===== src/rtl/pad_frame_rx_if.sv =====
// Core-facing receive interface of pad_frame_rx.
// Handshake: rx_valid high means rx_data holds an unconsumed word; the word is
// taken on any rising CK edge where rx_valid=1 and rx_ready=1. rx_data is
// stable while rx_valid=1. frame_err/overrun/parity_err are one-cycle pulses.
// master = receiver (drives the word), slave = core (drives rx_ready).
interface pad_frame_rx_if #(
  parameter int DATA_W = 8
);
  logic [DATA_W-1:0] rx_data;
  logic              rx_valid;
  logic              rx_ready;
  logic              frame_err;
  logic              overrun;
  logic              parity_err;

  modport master (
    output rx_data, rx_valid, frame_err, overrun, parity_err,
    input  rx_ready
  );

  modport slave (
    input  rx_data, rx_valid, frame_err, overrun, parity_err,
    output rx_ready
  );
endinterface


===== src/rtl/pad_frame_rx.sv =====
// pad_frame_rx: core-side receiver of the single-wire half-duplex pad link.
// Synchronizes pad_c, deserializes start/data(LSB first)/[parity]/stop frames,
// hands the word to the core and drives a one-cycle ACK(0)/NAK(1) back onto
// the pad between released-line turnaround gaps.
// Optional feature macro: PAD_FRAME_RX_PARITY_EN adds an even-parity bit
// (PAR state) between the data bits and the stop bit.
// dbg_state exposes the FSM state for checkers.
module pad_frame_rx #(
  parameter int DATA_W      = 8,
  parameter int SYNC_STAGES = 2,
  parameter int TURN_CYC    = 1
) (
  input  logic                CK,
  input  logic                RN,
  input  logic                pad_c,
  output logic                pad_i,
  output logic                pad_oen,
  output logic [2:0]          dbg_state,
  pad_frame_rx_if.master      rx_if
);

  localparam int CW = (DATA_W > 1) ? $clog2(DATA_W) : 1;
  localparam int TW = (TURN_CYC > 1) ? $clog2(TURN_CYC) : 1;

  typedef enum logic [2:0] {
    S_IDLE  = 3'd0,
    S_DATA  = 3'd1,
    S_PAR   = 3'd2,
    S_STOP  = 3'd3,
    S_TURN1 = 3'd4,
    S_ACK   = 3'd5,
    S_TURN2 = 3'd6
  } state_t;

  state_t                   state_q, state_d;
  logic [SYNC_STAGES-1:0]   sync_q, sync_d;
  logic [CW-1:0]            cnt_q, cnt_d;
  logic [TW-1:0]            tcnt_q, tcnt_d;
  logic [DATA_W-1:0]        shift_q, shift_d;
  logic [DATA_W-1:0]        rx_data_q, rx_data_d;
  logic                     rx_valid_q, rx_valid_d;
  logic                     nak_q, nak_d;
  logic                     frame_err_q, frame_err_d;
  logic                     overrun_q, overrun_d;
  logic                     parity_err_q, parity_err_d;
  logic                     pad_i_q, pad_i_d;
  logic                     pad_oen_q, pad_oen_d;
  logic                     s;
  logic                     par_bad;
`ifdef PAD_FRAME_RX_PARITY_EN
  logic                     par_q, par_d;
`endif

  // Synchronizer shift: pad_c enters at bit 0, s is the last stage.
  always_comb begin
    sync_d = {sync_q[SYNC_STAGES-2:0], pad_c};
  end

  assign s = sync_q[SYNC_STAGES-1];

`ifdef PAD_FRAME_RX_PARITY_EN
  assign par_bad = ^{shift_q, par_q};
`else
  assign par_bad = 1'b0;
`endif

  // Next-state, datapath and registered-output decode.
  always_comb begin
    state_d      = state_q;
    cnt_d        = cnt_q;
    tcnt_d       = tcnt_q;
    shift_d      = shift_q;
    rx_data_d    = rx_data_q;
    rx_valid_d   = rx_valid_q;
    nak_d        = nak_q;
    frame_err_d  = 1'b0;
    overrun_d    = 1'b0;
    parity_err_d = 1'b0;
`ifdef PAD_FRAME_RX_PARITY_EN
    par_d        = par_q;
`endif
    // Consumption; a load in STOP below overrides it on the same edge.
    if (rx_valid_q && rx_if.rx_ready) rx_valid_d = 1'b0;

    case (state_q)
      S_IDLE: begin
        if (!s) begin
          state_d = S_DATA;
          cnt_d   = '0;
        end
      end
      S_DATA: begin
        shift_d[cnt_q] = s;
        if (cnt_q == CW'(DATA_W - 1)) begin
`ifdef PAD_FRAME_RX_PARITY_EN
          state_d = S_PAR;
`else
          state_d = S_STOP;
`endif
        end else begin
          cnt_d = cnt_q + CW'(1);
        end
      end
`ifdef PAD_FRAME_RX_PARITY_EN
      S_PAR: begin
        par_d   = s;
        state_d = S_STOP;
      end
`endif
      S_STOP: begin
        state_d = S_TURN1;
        tcnt_d  = '0;
        // Priority: framing, then parity, then overrun; only one pulse.
        if (!s) begin
          frame_err_d = 1'b1;
          nak_d       = 1'b1;
        end else if (par_bad) begin
          parity_err_d = 1'b1;
          nak_d        = 1'b1;
        end else if (rx_valid_q && !rx_if.rx_ready) begin
          overrun_d = 1'b1;
          nak_d     = 1'b1;
        end else begin
          rx_data_d  = shift_q;
          rx_valid_d = 1'b1;
          nak_d      = 1'b0;
        end
      end
      S_TURN1: begin
        if (tcnt_q == TW'(TURN_CYC - 1)) begin
          state_d = S_ACK;
          tcnt_d  = '0;
        end else begin
          tcnt_d = tcnt_q + TW'(1);
        end
      end
      S_ACK: begin
        state_d = S_TURN2;
        tcnt_d  = '0;
      end
      S_TURN2: begin
        if (tcnt_q == TW'(TURN_CYC - 1)) begin
          state_d = S_IDLE;
          tcnt_d  = '0;
        end else begin
          tcnt_d = tcnt_q + TW'(1);
        end
      end
      default: state_d = S_IDLE;
    endcase

    // Pad controls are decoded from the next state so the flops drive the pad directly.
    pad_oen_d = (state_d != S_ACK);
    pad_i_d   = (state_d == S_ACK) ? nak_q : 1'b1;
  end

  // State and datapath registers; reset releases the pad at once.
  always_ff @(posedge CK or negedge RN) begin
    if (!RN) begin
      state_q      <= S_IDLE;
      sync_q       <= '1;
      cnt_q        <= '0;
      tcnt_q       <= '0;
      shift_q      <= '0;
      rx_data_q    <= '0;
      rx_valid_q   <= 1'b0;
      nak_q        <= 1'b1;
      frame_err_q  <= 1'b0;
      overrun_q    <= 1'b0;
      parity_err_q <= 1'b0;
      pad_i_q      <= 1'b1;
      pad_oen_q    <= 1'b1;
`ifdef PAD_FRAME_RX_PARITY_EN
      par_q        <= 1'b0;
`endif
    end else begin
      state_q      <= state_d;
      sync_q       <= sync_d;
      cnt_q        <= cnt_d;
      tcnt_q       <= tcnt_d;
      shift_q      <= shift_d;
      rx_data_q    <= rx_data_d;
      rx_valid_q   <= rx_valid_d;
      nak_q        <= nak_d;
      frame_err_q  <= frame_err_d;
      overrun_q    <= overrun_d;
      parity_err_q <= parity_err_d;
      pad_i_q      <= pad_i_d;
      pad_oen_q    <= pad_oen_d;
`ifdef PAD_FRAME_RX_PARITY_EN
      par_q        <= par_d;
`endif
    end
  end

  assign pad_i            = pad_i_q;
  assign pad_oen          = pad_oen_q;
  assign dbg_state        = state_q;
  assign rx_if.rx_data    = rx_data_q;
  assign rx_if.rx_valid   = rx_valid_q;
  assign rx_if.frame_err  = frame_err_q;
  assign rx_if.overrun    = overrun_q;
  assign rx_if.parity_err = parity_err_q;

endmodule


===== src/flat_wrapper.sv =====
// flat-port wrapper written by rule: the top's interface ports become plain ports
module pad_frame_rx_flat 
#(
  parameter int DATA_W      = 8,
  parameter int SYNC_STAGES = 2,
  parameter int TURN_CYC    = 1
)
  (CK, RN, pad_c, pad_i, pad_oen, dbg_state, rx_if_rx_data, rx_if_rx_valid, rx_if_frame_err, rx_if_overrun, rx_if_parity_err, rx_if_rx_ready);
  pad_frame_rx_if #(.DATA_W(DATA_W)) rx_if_i ();
  input  logic CK;
  input  logic RN;
  input  logic pad_c;
  output logic pad_i;
  output logic pad_oen;
  output logic [2:0] dbg_state;
  output wire logic [$bits(rx_if_i.rx_data)-1:0] rx_if_rx_data;
  output wire logic [$bits(rx_if_i.rx_valid)-1:0] rx_if_rx_valid;
  output wire logic [$bits(rx_if_i.frame_err)-1:0] rx_if_frame_err;
  output wire logic [$bits(rx_if_i.overrun)-1:0] rx_if_overrun;
  output wire logic [$bits(rx_if_i.parity_err)-1:0] rx_if_parity_err;
  input wire logic [$bits(rx_if_i.rx_ready)-1:0] rx_if_rx_ready;
  assign rx_if_rx_data = rx_if_i.rx_data;
  assign rx_if_rx_valid = rx_if_i.rx_valid;
  assign rx_if_frame_err = rx_if_i.frame_err;
  assign rx_if_overrun = rx_if_i.overrun;
  assign rx_if_parity_err = rx_if_i.parity_err;
  assign rx_if_i.rx_ready = rx_if_rx_ready;
  pad_frame_rx #(.DATA_W(DATA_W), .SYNC_STAGES(SYNC_STAGES), .TURN_CYC(TURN_CYC)) u_core (.CK(CK), .RN(RN), .pad_c(pad_c), .pad_i(pad_i), .pad_oen(pad_oen), .dbg_state(dbg_state), .rx_if(rx_if_i));
endmodule

===== config.mk =====
export PLATFORM = sky130hd
export DESIGN_NAME = pad_frame_rx_flat
export DESIGN_NICKNAME = d
export VERILOG_FILES = /design/src/rtl/pad_frame_rx_if.sv /design/src/rtl/pad_frame_rx.sv /design/src/flat_wrapper.sv
export SDC_FILE = /design/constraint.sdc
export NUM_CORES = 1
export LEC_CHECK = 0
export ABC_CLOCK_PERIOD_IN_PS = 1900
export CAP_MARGIN = 0
export CELL_PAD_IN_SITES_DETAIL_PLACEMENT = 2
export CELL_PAD_IN_SITES_GLOBAL_PLACEMENT = 2
export CORE_ASPECT_RATIO = 1.2
export CORE_UTILIZATION = 35
export DETAILED_ROUTE_END_ITERATION = 10
export GPL_TIMING_DRIVEN = 0
export PLACE_DENSITY_LB_ADDON = 0.1
export SETUP_SLACK_MARGIN = 0.05
export SLEW_MARGIN = 20
export SYNTH_ARGS = -nofsm -noshare
export SYNTH_HDL_FRONTEND = slang
export SYNTH_SLANG_ARGS = --single-unit

===== constraint.sdc =====
create_clock -name CK -period 1.9 [get_ports CK]
set_input_delay 0.38 -clock CK [delete_from_list [all_inputs] [get_ports CK]]
set_output_delay 0.38 -clock CK [all_outputs]
set_load 0.02 [all_outputs]

==> impl_metrics.tcl <==
set metrics [dict create \
    clk_latency_ns 0.28 \
    routedWlPerCell_um 15.1 \
    utilization 0.473 \
    postRouteAntennaNets 0 \
    postCtsHoldBufs 0 \
    grt_usage 0.145 \
    yosys.area.top_type "dfrtp_1" \
    tightestPinTransition_ns 0.676 \
    ys.flop_type "dfrtp_1" \
    clkTransAtPathRegs_ns 0.07 \
    dp_hpwl_um 1640 \
    via_count 792 \
    p_leak_nw 0.698 \
    via_per_inst 5.04 \
    rows 23 \
    min_period_ns 1.77 \
    grt_max_degree 31 \
    port_buffers 19 \
    cts_buffers 5 \
    drv_cap 0 \
    cp.arrival_ns 1.39 \
    crit_family "buffers and inverters" \
    min_period_over_period 0.929 \
    synth.cell_area_um2 1250 \
    hold_viol_final 0 \
    fmax_ghz 0.567 \
    peakVddDrop_mv 0.894 \
    area_growth_syn_to_layout_pct 27.2 \
    n_antenna_cell 0 \
    yosysMostFrequentCell "dfrtp_1" \
    ys_types 27 \
    ys_seq_area_frac 0.605 \
    ys_top_cells_by_area "dfrtp_1, mux2_2, dfstp_2" \
    dieArea_um2 3820 \
    drc_errors 0 \
    cp_slowest_stage_delay_ns 0.59 \
    grt_pass1_vias 857 \
    r2r_end "u_core.cnt_q[0]" \
    avgSynthCellArea_um2 13.5 \
    grt_overflow 0 \
    fillers 354 \
    worstSetupStartpointType "flop" \
    synth_edf_count 0 \
    r2r_cells 5 \
    first_pass_iters 2 \
    status "completed" \
    ys_seq_elements 30 \
    async_reset_ff_frac 1.00 \
    critPathBufInv 1 \
    cts-resized-gates 0 \
    synth_top_area_frac 0.500 \
    hold_class "in -> async" \
    path_class "reg -> out" \
    setup_violations 0 \
    die_h_um 67.5 \
    crit_chain "clkdlybuf4s50_1" \
    antenna_found_initial 0 \
    cts_tree "done" \
    rrSetupSlack_ns 0.24 \
    clock-root-buffer "clkbuf_8" \
    worst-path-max-fanout 1 \
    synthesis.nets 99 \
    rsz0062_at_grt "no" \
    power.density_nw_per_um2 1750 \
    holdWs_ns 0.134 \
    synth.top_cells.by_count "dfrtp_1, mux2_2, nand2_1" \
    crit_required_ns 1.52 \
    gp_congestion 0.676 \
    end_kind "output pin" \
    io_pins 21 \
    final_cells 157 \
    drt_iter0_drc 16 \
    die_x_um 56.6 \
    h-tree-depth 2 \
    slowest_stage "clkdlybuf4s50_1" \
    placedCellCount 149 \
    synthCells 93 \
    clock_sinks 30 \
    layout.nets 125 \
    initial_core_util 0.372 \
    post_cts_buffers 0 \
    max_slew_margin 0.549 \
    max-clock-path-buffers 2 \
    skew_ns 0.00720 \
    finalWirelength_um 2370 \
    maxSlewViolCount 0 \
    reg2reg_from "u_core.cnt_q[1]" \
    tns_ns 0 \
    layout-drive-gt1-share 0.300 \
    grt_pass1_wl_um 4020 \
    core_area_um2 3370 \
    ys_warn_count 0 \
]
metal layers:
layer | vias to the layer above | global-route usage | share of wire
li1 | 365 | - | -
met1 | 409 | 0.165 | 0.44
met2 | 16 | 0.237 | 0.52
met3 | 2 | 0.0517 | 0.038
met4 | 0 | 0.0823 | 0.0080
met5 | - | 0 | 0
worst max path at each step:
stage | start | to | slack [ns] | cells after the start
floorplan | u_core.cnt_q[1] | u_core.cnt_q[0] | 0.39 | 5
global placement | RN | u_core.rx_if.rx_data[3] | -0.08 | 1
detailed placement | rx_if_rx_ready | u_core.rx_if.rx_data[4] | 0.08 | 5
CTS | u_core.pad_i | pad_i | 0.11 | 1
global route | u_core.cnt_q[1] | u_core.cnt_q[0] | 0.1 | 5
finish | u_core.pad_i | pad_i | 0.13 | 1
cells by family after synthesis:
| logic type | share of synthesized area |
|---|---|
| and+or+nand+nor | 0.139 |
| AOI/OAI and AO/OA | 0.0340 |
| adders and majority gates | 0.0200 |
| muxes | 0.156 |
| buffers and inverters | 0.0430 |
| DFF | 0.605 |
| other | 0.00300 |
power by group:
| group | internal, mW | switching, mW |
|---|---|---|
| Combinational | 0.576 | 0.525 |
| Sequential | 0.914 | 0.150 |
| Clock | 0.385 | 0.242 |
| Total | 1.88 | 0.917 |
layout by cell type, fill, tap and decap left out:
master           count
nor4b_1              1
a22o_1               2
nor4b_4              1
buf_4                2
conb_1               1
nand2b_1             2
nand4b_1             1
nand2_1              9
ha_1                 2
dfstp_2              5
mux2_4               1
clkdlybuf4s50_1     18
nor3b_1              1
a21oi_1              1
a211oi_1             2
nor2_1               6
buf_2                2
nor2b_1              3
o21ai_0              1
clkbuf_1             1
mux2_1               3
inv_1                2
nand3_2              1
mux2_2              13
nand3_1              3
clkinv_2             2
bufinv_16            1
dfrtp_1             25
clkbuf_8             5
and4bb_2             1
buf_6                2
through the flow:
| stage | power (mW) | worst slack (ns) | instance area [um2] |
|---|---|---|---|
| 2_1_floorplan | 1.77 | 0.389 | 1250 |
| 3_3_place_gp | 2.15 | -0.0759 | 1490 |
| 3_5_place_dp | 2.20 | 0.0822 | 1480 |
| 4_1_cts | 2.84 | 0.113 | 1590 |
| 5_1_grt | 2.97 | 0.0992 | 1590 |
| 6_report | 2.79 | 0.135 | 1590 |
cell type report:
type,count,area (um2),area share
plain buffers,6,46.3,0.0291
clock buffers,5,68.8,0.0432
clock inverters,3,40.0,0.0252
inverters,2,7.51,0.00472
multi-input cells,55,440,0.277
flip-flops and latches,30,757,0.476
well taps,37,46.3,0.0291
repair buffers,19,185,0.116
flip-flops by register name (all words and copies together) (netlist names):
name,flops
u_core.cnt_q,3
u_core.rx_if.rx_data,8
u_core.rx_if.overrun,1
u_core.pad_i,1
u_core.shift_q,8
u_core.dbg_state,3
u_core.rx_if.rx_valid,1
u_core.nak_q,1
u_core.pad_oen,1
u_core.sync_q,2
u_core.rx_if.frame_err,1
Power figures use the tool's default switching activity.
